[config.mk]
export PLATFORM = sky130hd
export DESIGN_NAME = swap_datapath_flat
export DESIGN_NICKNAME = d
export VERILOG_FILES = /design/src/rtl/swap_datapath_pkg.sv /design/src/rtl/swap_datapath_if.sv /design/src/rtl/swap_datapath_regn_en.sv /design/src/rtl/swap_datapath.sv /design/src/flat_wrapper.sv
export SDC_FILE = /design/constraint.sdc
export NUM_CORES = 1
export LEC_CHECK = 0
export CAP_MARGIN = 20
export CORE_MARGIN = 2
export CORE_UTILIZATION = 47
export CTS_CLUSTER_DIAMETER = 80
export DETAILED_ROUTE_END_ITERATION = 10
export GPL_ROUTABILITY_DRIVEN = 0
export PLACE_DENSITY_LB_ADDON = 0.25
export SLEW_MARGIN = 20
export SYNTH_ARGS = -nofsm -noshare
export SYNTH_HDL_FRONTEND = slang
export SYNTH_HIERARCHICAL = 1
export SYNTH_SLANG_ARGS = --single-unit
[constraint.sdc]
create_clock -name i_clk -period 2.5 [get_ports i_clk]
set_clock_uncertainty 0.1 [all_clocks]
set_input_delay 0.375 -clock i_clk [delete_from_list [all_inputs] [get_ports i_clk]]
set_output_delay 0.375 -clock i_clk [all_outputs]
set_load 0.02 [all_outputs]
[src/rtl/swap_datapath_pkg.sv]
// Shared definitions for the swap datapath: default widths, bus-select codes
// and small helpers for the bus priority decode and driver counting.
package swap_datapath_pkg;

  localparam int unsigned DATA_W = 8;
  localparam int unsigned CNT_W  = 8;

  typedef logic [2:0] bus_sel_t;

  localparam bus_sel_t SEL_NONE = 3'd0;
  localparam bus_sel_t SEL_EXT  = 3'd1;
  localparam bus_sel_t SEL_R1   = 3'd2;
  localparam bus_sel_t SEL_R2   = 3'd3;
  localparam bus_sel_t SEL_R3   = 3'd4;

  // Fixed priority: Extern, then R1, R2, R3.
  function automatic bus_sel_t bus_sel(input logic ext, input logic r1_out,
                                       input logic r2_out, input logic r3_out);
    if (ext) begin
      return SEL_EXT;
    end else if (r1_out) begin
      return SEL_R1;
    end else if (r2_out) begin
      return SEL_R2;
    end else if (r3_out) begin
      return SEL_R3;
    end
    return SEL_NONE;
  endfunction

  function automatic logic [2:0] drv_count(input logic ext, input logic r1_out,
                                           input logic r2_out, input logic r3_out);
    return {2'b00, ext} + {2'b00, r1_out} + {2'b00, r2_out} + {2'b00, r3_out};
  endfunction

endpackage

[src/rtl/swap_datapath_if.sv]
// Bundle between the swap controller (master) and the datapath (slave).
// master drives: data, ext, r1_in..r3_in, r1_out..r3_out, done
// slave drives:  bus_wires, r1_q..r3_q, bus_err, swap_count, done_q
interface swap_datapath_if #(
  parameter int unsigned N       = swap_datapath_pkg::DATA_W,
  parameter int unsigned COUNT_W = swap_datapath_pkg::CNT_W
);

  logic [N-1:0]       data;
  logic               ext;
  logic               r1_in;
  logic               r2_in;
  logic               r3_in;
  logic               r1_out;
  logic               r2_out;
  logic               r3_out;
  logic               done;

  logic [N-1:0]       bus_wires;
  logic [N-1:0]       r1_q;
  logic [N-1:0]       r2_q;
  logic [N-1:0]       r3_q;
  logic               bus_err;
  logic [COUNT_W-1:0] swap_count;
  logic               done_q;

  modport master (
    output data, ext, r1_in, r2_in, r3_in, r1_out, r2_out, r3_out, done,
    input  bus_wires, r1_q, r2_q, r3_q, bus_err, swap_count, done_q
  );

  modport slave (
    input  data, ext, r1_in, r2_in, r3_in, r1_out, r2_out, r3_out, done,
    output bus_wires, r1_q, r2_q, r3_q, bus_err, swap_count, done_q
  );

endinterface

[src/rtl/swap_datapath_regn_en.sv]
// N-bit register with load enable and asynchronous active-high reset.
// Ports: i_clk, i_rst, i_en (load), i_d (next value), o_q (contents).
module regn_en #(
  parameter int unsigned N = 8
) (
  input  logic         i_clk,
  input  logic         i_rst,
  input  logic         i_en,
  input  logic [N-1:0] i_d,
  output logic [N-1:0] o_q
);

  logic [N-1:0] r_q;

  always_ff @(posedge i_clk or posedge i_rst) begin
    if (i_rst) begin
      r_q <= '0;
    end else if (i_en) begin
      r_q <= i_d;
    end
  end

  assign o_q = r_q;

endmodule

[src/rtl/swap_datapath.sv]
// Datapath stage for the three-register swap controller: shared N-bit bus with
// fixed-priority mux, three loadable registers, sticky bus-conflict flag,
// completed-swap counter and a one-clock-delayed done pulse.
// Ports: i_clk, i_rst (async, active-high), io_bus (slave side of swap_datapath_if).
module swap_datapath import swap_datapath_pkg::*; #(
  parameter int unsigned N       = DATA_W,
  parameter int unsigned COUNT_W = CNT_W
) (
  input  logic            i_clk,
  input  logic            i_rst,
  swap_datapath_if.slave  io_bus
);

  bus_sel_t     w_sel;
  logic [N-1:0] w_bus;
  logic [N-1:0] w_r1_q;
  logic [N-1:0] w_r2_q;
  logic [N-1:0] w_r3_q;
  logic [2:0]   w_drv_cnt;
  logic         w_conflict;

  logic               r_bus_err;
  logic [COUNT_W-1:0] r_swap_count;
  logic               r_done_q;

  assign w_sel = bus_sel(io_bus.ext, io_bus.r1_out, io_bus.r2_out, io_bus.r3_out);

  always_comb begin
    w_bus = '0;
    case (w_sel)
      SEL_EXT: w_bus = io_bus.data;
      SEL_R1:  w_bus = w_r1_q;
      SEL_R2:  w_bus = w_r2_q;
      SEL_R3:  w_bus = w_r3_q;
      default: w_bus = '0;
    endcase
  end

  // A register that drives and loads in the same cycle re-captures its own value.
  regn_en #(.N(N)) u_r1 (
    .i_clk (i_clk),
    .i_rst (i_rst),
    .i_en  (io_bus.r1_in),
    .i_d   (w_bus),
    .o_q   (w_r1_q)
  );

  regn_en #(.N(N)) u_r2 (
    .i_clk (i_clk),
    .i_rst (i_rst),
    .i_en  (io_bus.r2_in),
    .i_d   (w_bus),
    .o_q   (w_r2_q)
  );

  regn_en #(.N(N)) u_r3 (
    .i_clk (i_clk),
    .i_rst (i_rst),
    .i_en  (io_bus.r3_in),
    .i_d   (w_bus),
    .o_q   (w_r3_q)
  );

  assign w_drv_cnt  = drv_count(io_bus.ext, io_bus.r1_out, io_bus.r2_out, io_bus.r3_out);
  assign w_conflict = (w_drv_cnt > 3'd1);

  // Counting is deliberately not gated by the conflict flag.
  always_ff @(posedge i_clk or posedge i_rst) begin
    if (i_rst) begin
      r_bus_err    <= 1'b0;
      r_swap_count <= '0;
      r_done_q     <= 1'b0;
    end else begin
      if (w_conflict) begin
        r_bus_err <= 1'b1;
      end
      if (io_bus.done) begin
        r_swap_count <= r_swap_count + COUNT_W'(1);
      end
      r_done_q <= io_bus.done;
    end
  end

  assign io_bus.bus_wires  = w_bus;
  assign io_bus.r1_q       = w_r1_q;
  assign io_bus.r2_q       = w_r2_q;
  assign io_bus.r3_q       = w_r3_q;
  assign io_bus.bus_err    = r_bus_err;
  assign io_bus.swap_count = r_swap_count;
  assign io_bus.done_q     = r_done_q;

endmodule

[src/flat_wrapper.sv]
// flat-port wrapper written by rule: the top's interface ports become plain ports
module swap_datapath_flat import swap_datapath_pkg::*;
#(
  parameter int unsigned N       = DATA_W,
  parameter int unsigned COUNT_W = CNT_W
)
  (i_clk, i_rst, io_bus_data, io_bus_ext, io_bus_r1_in, io_bus_r2_in, io_bus_r3_in, io_bus_r1_out, io_bus_r2_out, io_bus_r3_out, io_bus_done, io_bus_bus_wires, io_bus_r1_q, io_bus_r2_q, io_bus_r3_q, io_bus_bus_err, io_bus_swap_count, io_bus_done_q);
  swap_datapath_if #(.N(N), .COUNT_W(COUNT_W)) io_bus_i ();
  input  logic i_clk;
  input  logic i_rst;
  input wire logic [$bits(io_bus_i.data)-1:0] io_bus_data;
  input wire logic [$bits(io_bus_i.ext)-1:0] io_bus_ext;
  input wire logic [$bits(io_bus_i.r1_in)-1:0] io_bus_r1_in;
  input wire logic [$bits(io_bus_i.r2_in)-1:0] io_bus_r2_in;
  input wire logic [$bits(io_bus_i.r3_in)-1:0] io_bus_r3_in;
  input wire logic [$bits(io_bus_i.r1_out)-1:0] io_bus_r1_out;
  input wire logic [$bits(io_bus_i.r2_out)-1:0] io_bus_r2_out;
  input wire logic [$bits(io_bus_i.r3_out)-1:0] io_bus_r3_out;
  input wire logic [$bits(io_bus_i.done)-1:0] io_bus_done;
  output wire logic [$bits(io_bus_i.bus_wires)-1:0] io_bus_bus_wires;
  output wire logic [$bits(io_bus_i.r1_q)-1:0] io_bus_r1_q;
  output wire logic [$bits(io_bus_i.r2_q)-1:0] io_bus_r2_q;
  output wire logic [$bits(io_bus_i.r3_q)-1:0] io_bus_r3_q;
  output wire logic [$bits(io_bus_i.bus_err)-1:0] io_bus_bus_err;
  output wire logic [$bits(io_bus_i.swap_count)-1:0] io_bus_swap_count;
  output wire logic [$bits(io_bus_i.done_q)-1:0] io_bus_done_q;
  assign io_bus_i.data = io_bus_data;
  assign io_bus_i.ext = io_bus_ext;
  assign io_bus_i.r1_in = io_bus_r1_in;
  assign io_bus_i.r2_in = io_bus_r2_in;
  assign io_bus_i.r3_in = io_bus_r3_in;
  assign io_bus_i.r1_out = io_bus_r1_out;
  assign io_bus_i.r2_out = io_bus_r2_out;
  assign io_bus_i.r3_out = io_bus_r3_out;
  assign io_bus_i.done = io_bus_done;
  assign io_bus_bus_wires = io_bus_i.bus_wires;
  assign io_bus_r1_q = io_bus_i.r1_q;
  assign io_bus_r2_q = io_bus_i.r2_q;
  assign io_bus_r3_q = io_bus_i.r3_q;
  assign io_bus_bus_err = io_bus_i.bus_err;
  assign io_bus_swap_count = io_bus_i.swap_count;
  assign io_bus_done_q = io_bus_i.done_q;
  swap_datapath #(.N(N), .COUNT_W(COUNT_W)) u_core (.i_clk(i_clk), .i_rst(i_rst), .io_bus(io_bus_i));
endmodule
==> run metrics <==
Worst Max-Slew Pin Slew=about 610 ps; Worst slew margin=between 50% and 60%; Max FO, Critical Path=7; largest net degree at the start of global routing=18; GRT Util Overall=approximately 22%; # DRC=0; DIE AREA=4000 um^2; PD cells=776 nW/um^2; Final setup violation count=0; maximum clock insertion buffer count=2; ratio of cells with drive above 1 in the final layout=about 28%; Finished Cell Area=2370 um^2; Final min period=about 2400 ps; Ports=60; Post-synth top cells=34 x dfrtp_1, 24 x mux2_4, 14 x a22oi_1; r2r worst-path depth=5; gr ovfl total=0; Die Y=63.2 um; core area=between 3000 and 4000 um^2; Yosys warnings=6; first-pass GRT wire length=6.80 mm; Port-buffer cells=59; Sink Count=34; Async S/R FF share, synth=100%; number of routed nets with antenna violations=0; crit path capture type=primary output; total CTS buffers=5; Area Growth Syn to Fin=43.9%; CTS tree=done; die width=63.2 um; worst min path class=in -> async; worst r2r src=u_core/u_r2/o_q[3]$_DFFE_PP0P_; detailed placement HPWL=3.04 mm; max-cap viol count=0; vias in the first global route=between 1000 and 1500; final hold violations=0; final std cells w/o fill=238; critical path required time=~2000 ps; syn avg cell area=14.1 um^2; FILL cells=between 200 and 300; fmax=414 MHz; Via density=5.25; setup bufs post-CTS=0; Post-DP Area=between 2000 and 2500 um^2; reg2reg end=u_core/u_r1/o_q[3]$_DFFE_PP0P_; H-tree Lvls=2; reg2reg setup slack=around 1000 ps; FF+latch count, synth=34; DR WL/cell=about 17 um; sequential-to-total area share from yosys stat=approximately half; distinct cell type count of the synthesized netlist=22; dpl cells=between 200 and 250; final WL=4.11 mm; RSZ-0062 raised after global routing=no; Synth area leader=dfrtp_1; routed vias=1249; EDFF count, synth=0; crit start category=input pin; First-pass DRT Iterations=4; Peak VDD IR=slightly below 0.7 mV; Worst-path clk slew=around 100 ps; Setup CP Type=in -> out; Max Slew Vio Count=0; Post-Syn Instances=between 100 and 150; DRT iter0 DRCs=94; final net count=~210; Post-Syn Area=about 1600 um^2; diodes inserted=0; status=completed; initial core utilization=around 49%; Mapped Nets=roughly 140; most frequent cell after synthesis=dfrtp_1; initial antenna violation count=0; final period utilization=96.7%; Leak=approximately 1.1 nW; clk root buf=clkbuf_4; worst path arrival time=roughly 1900 ps; top-area cell type share of the netlist area=between 50 and 60%; post-layout util=70.6%; ranking of synthesized cells by area=dfrtp_1 52%, mux2_4 22%, a22oi_1 6.4%; Worst-Skew Late Latency=330 ps; standard-cell rows=21; Synth Flop Type=dfrtp_1
## power by group
| part | leakage (nW) | total, W | switching, W | internal (W) |
|---|---|---|---|---|
| Combinational | 0.633 | 0.000750 | 0.000344 | 0.000407 |
| Clock | 0.0353 | 0.000312 | 0.000176 | 0.000136 |
| Sequential | 0.417 | 0.000780 | 0.000116 | 0.000665 |
## what timing repair did
item | 4_1_cts | 5_1_grt
hold buffers | 0 | 0
endpoints found under the setup margin | 8 | 7
pin swaps | 0 | 0
gates resized for setup | 8 | 18
## flip-flops by register name, summed over array words and instances (netlist names)
name / count
u_core/io_bus.swap_count: 8
u_core/u_r1/o_q: 8
u_core/u_r2/o_q: 8
u_core/u_r3/o_q: 8
u_core/io_bus.bus_err: 1
u_core/io_bus.done_q: 1
## metal layers
| metal | up-vias | wire [um] | track usage [%] |
|---|---|---|---|
| li1 | 570 | - | - |
| met5 | - | 0 | 0 |
| met2 | 52 | 2080 | 35.0 |
| met1 | 621 | 1720 | 30.3 |
| met4 | 0 | 43 | 8.70 |
| met3 | 6 | 265 | 5.18 |
## worst max path at each step
stage / end / startpoint
6_report: io_bus_bus_wires[2] / io_bus_r2_out
5_1_grt: io_bus_bus_wires[2] / io_bus_r1_out
4_1_cts: io_bus_bus_wires[7] / io_bus_r2_out
3_5_place_dp: io_bus_bus_wires[7] / io_bus_r2_out
3_3_place_gp: io_bus_bus_wires[2] / io_bus_r2_out
2_1_floorplan: io_bus_bus_wires[0] / io_bus_r2_out
## logic make-up after synthesis
logic type	share of synthesized area, %
DFF	51.6
muxes	22.5
adders and majority gates	1.97
AOI/OAI and AO/OA	10.5
xor gates and xnor gates	3.72
and+or+nand+nor	4.63
buffers and inverters	5.08
## placed cells by master, fill, tap and decap left out, types with 2 or more instances in the layout
master,instances
nand2_1,4
dfrtp_1,34
mux2_4,24
nand4_1,3
inv_1,5
buf_4,15
a22oi_1,14
o21ai_0,6
clkdlybuf4s50_1,51
clkbuf_4,5
xnor2_1,6
and3_1,2
o21ai_1,2
a21oi_1,2
clkbuf_2,6
## final cells by class
class	instances	area (um^2)	area share, %
multi-input combinational	71	714	30.1
inverter	5	18.8	0.791
sequential	34	851	35.8
clock inverter	1	5.00	0.211
tap	46	57.6	2.42
clock buffer	7	55.1	2.32
timing repair buffer	74	672	28.3
## through the flow
step	hold slack [ps]	power, W	setup slack, ps	TNS (ps)
floorplan	90.7	0.00117	684	0
global placement	361	0.00153	-208	-1300
detailed placement	363	0.00155	-254	-1540
CTS	267	0.00186	18.5	0
global route	306	0.00195	8.95	0
finish	264	0.00184	83.0	0
## worst max-delay path: stages
cell and delay, ps:
clkdlybuf4s50_1 590, nor2b_1 170, buf_4 170, a22oi_1 70, o21ai_0 220, clkdlybuf4s15_1 350
Note: power is estimated with default switching activity, not from simulation.
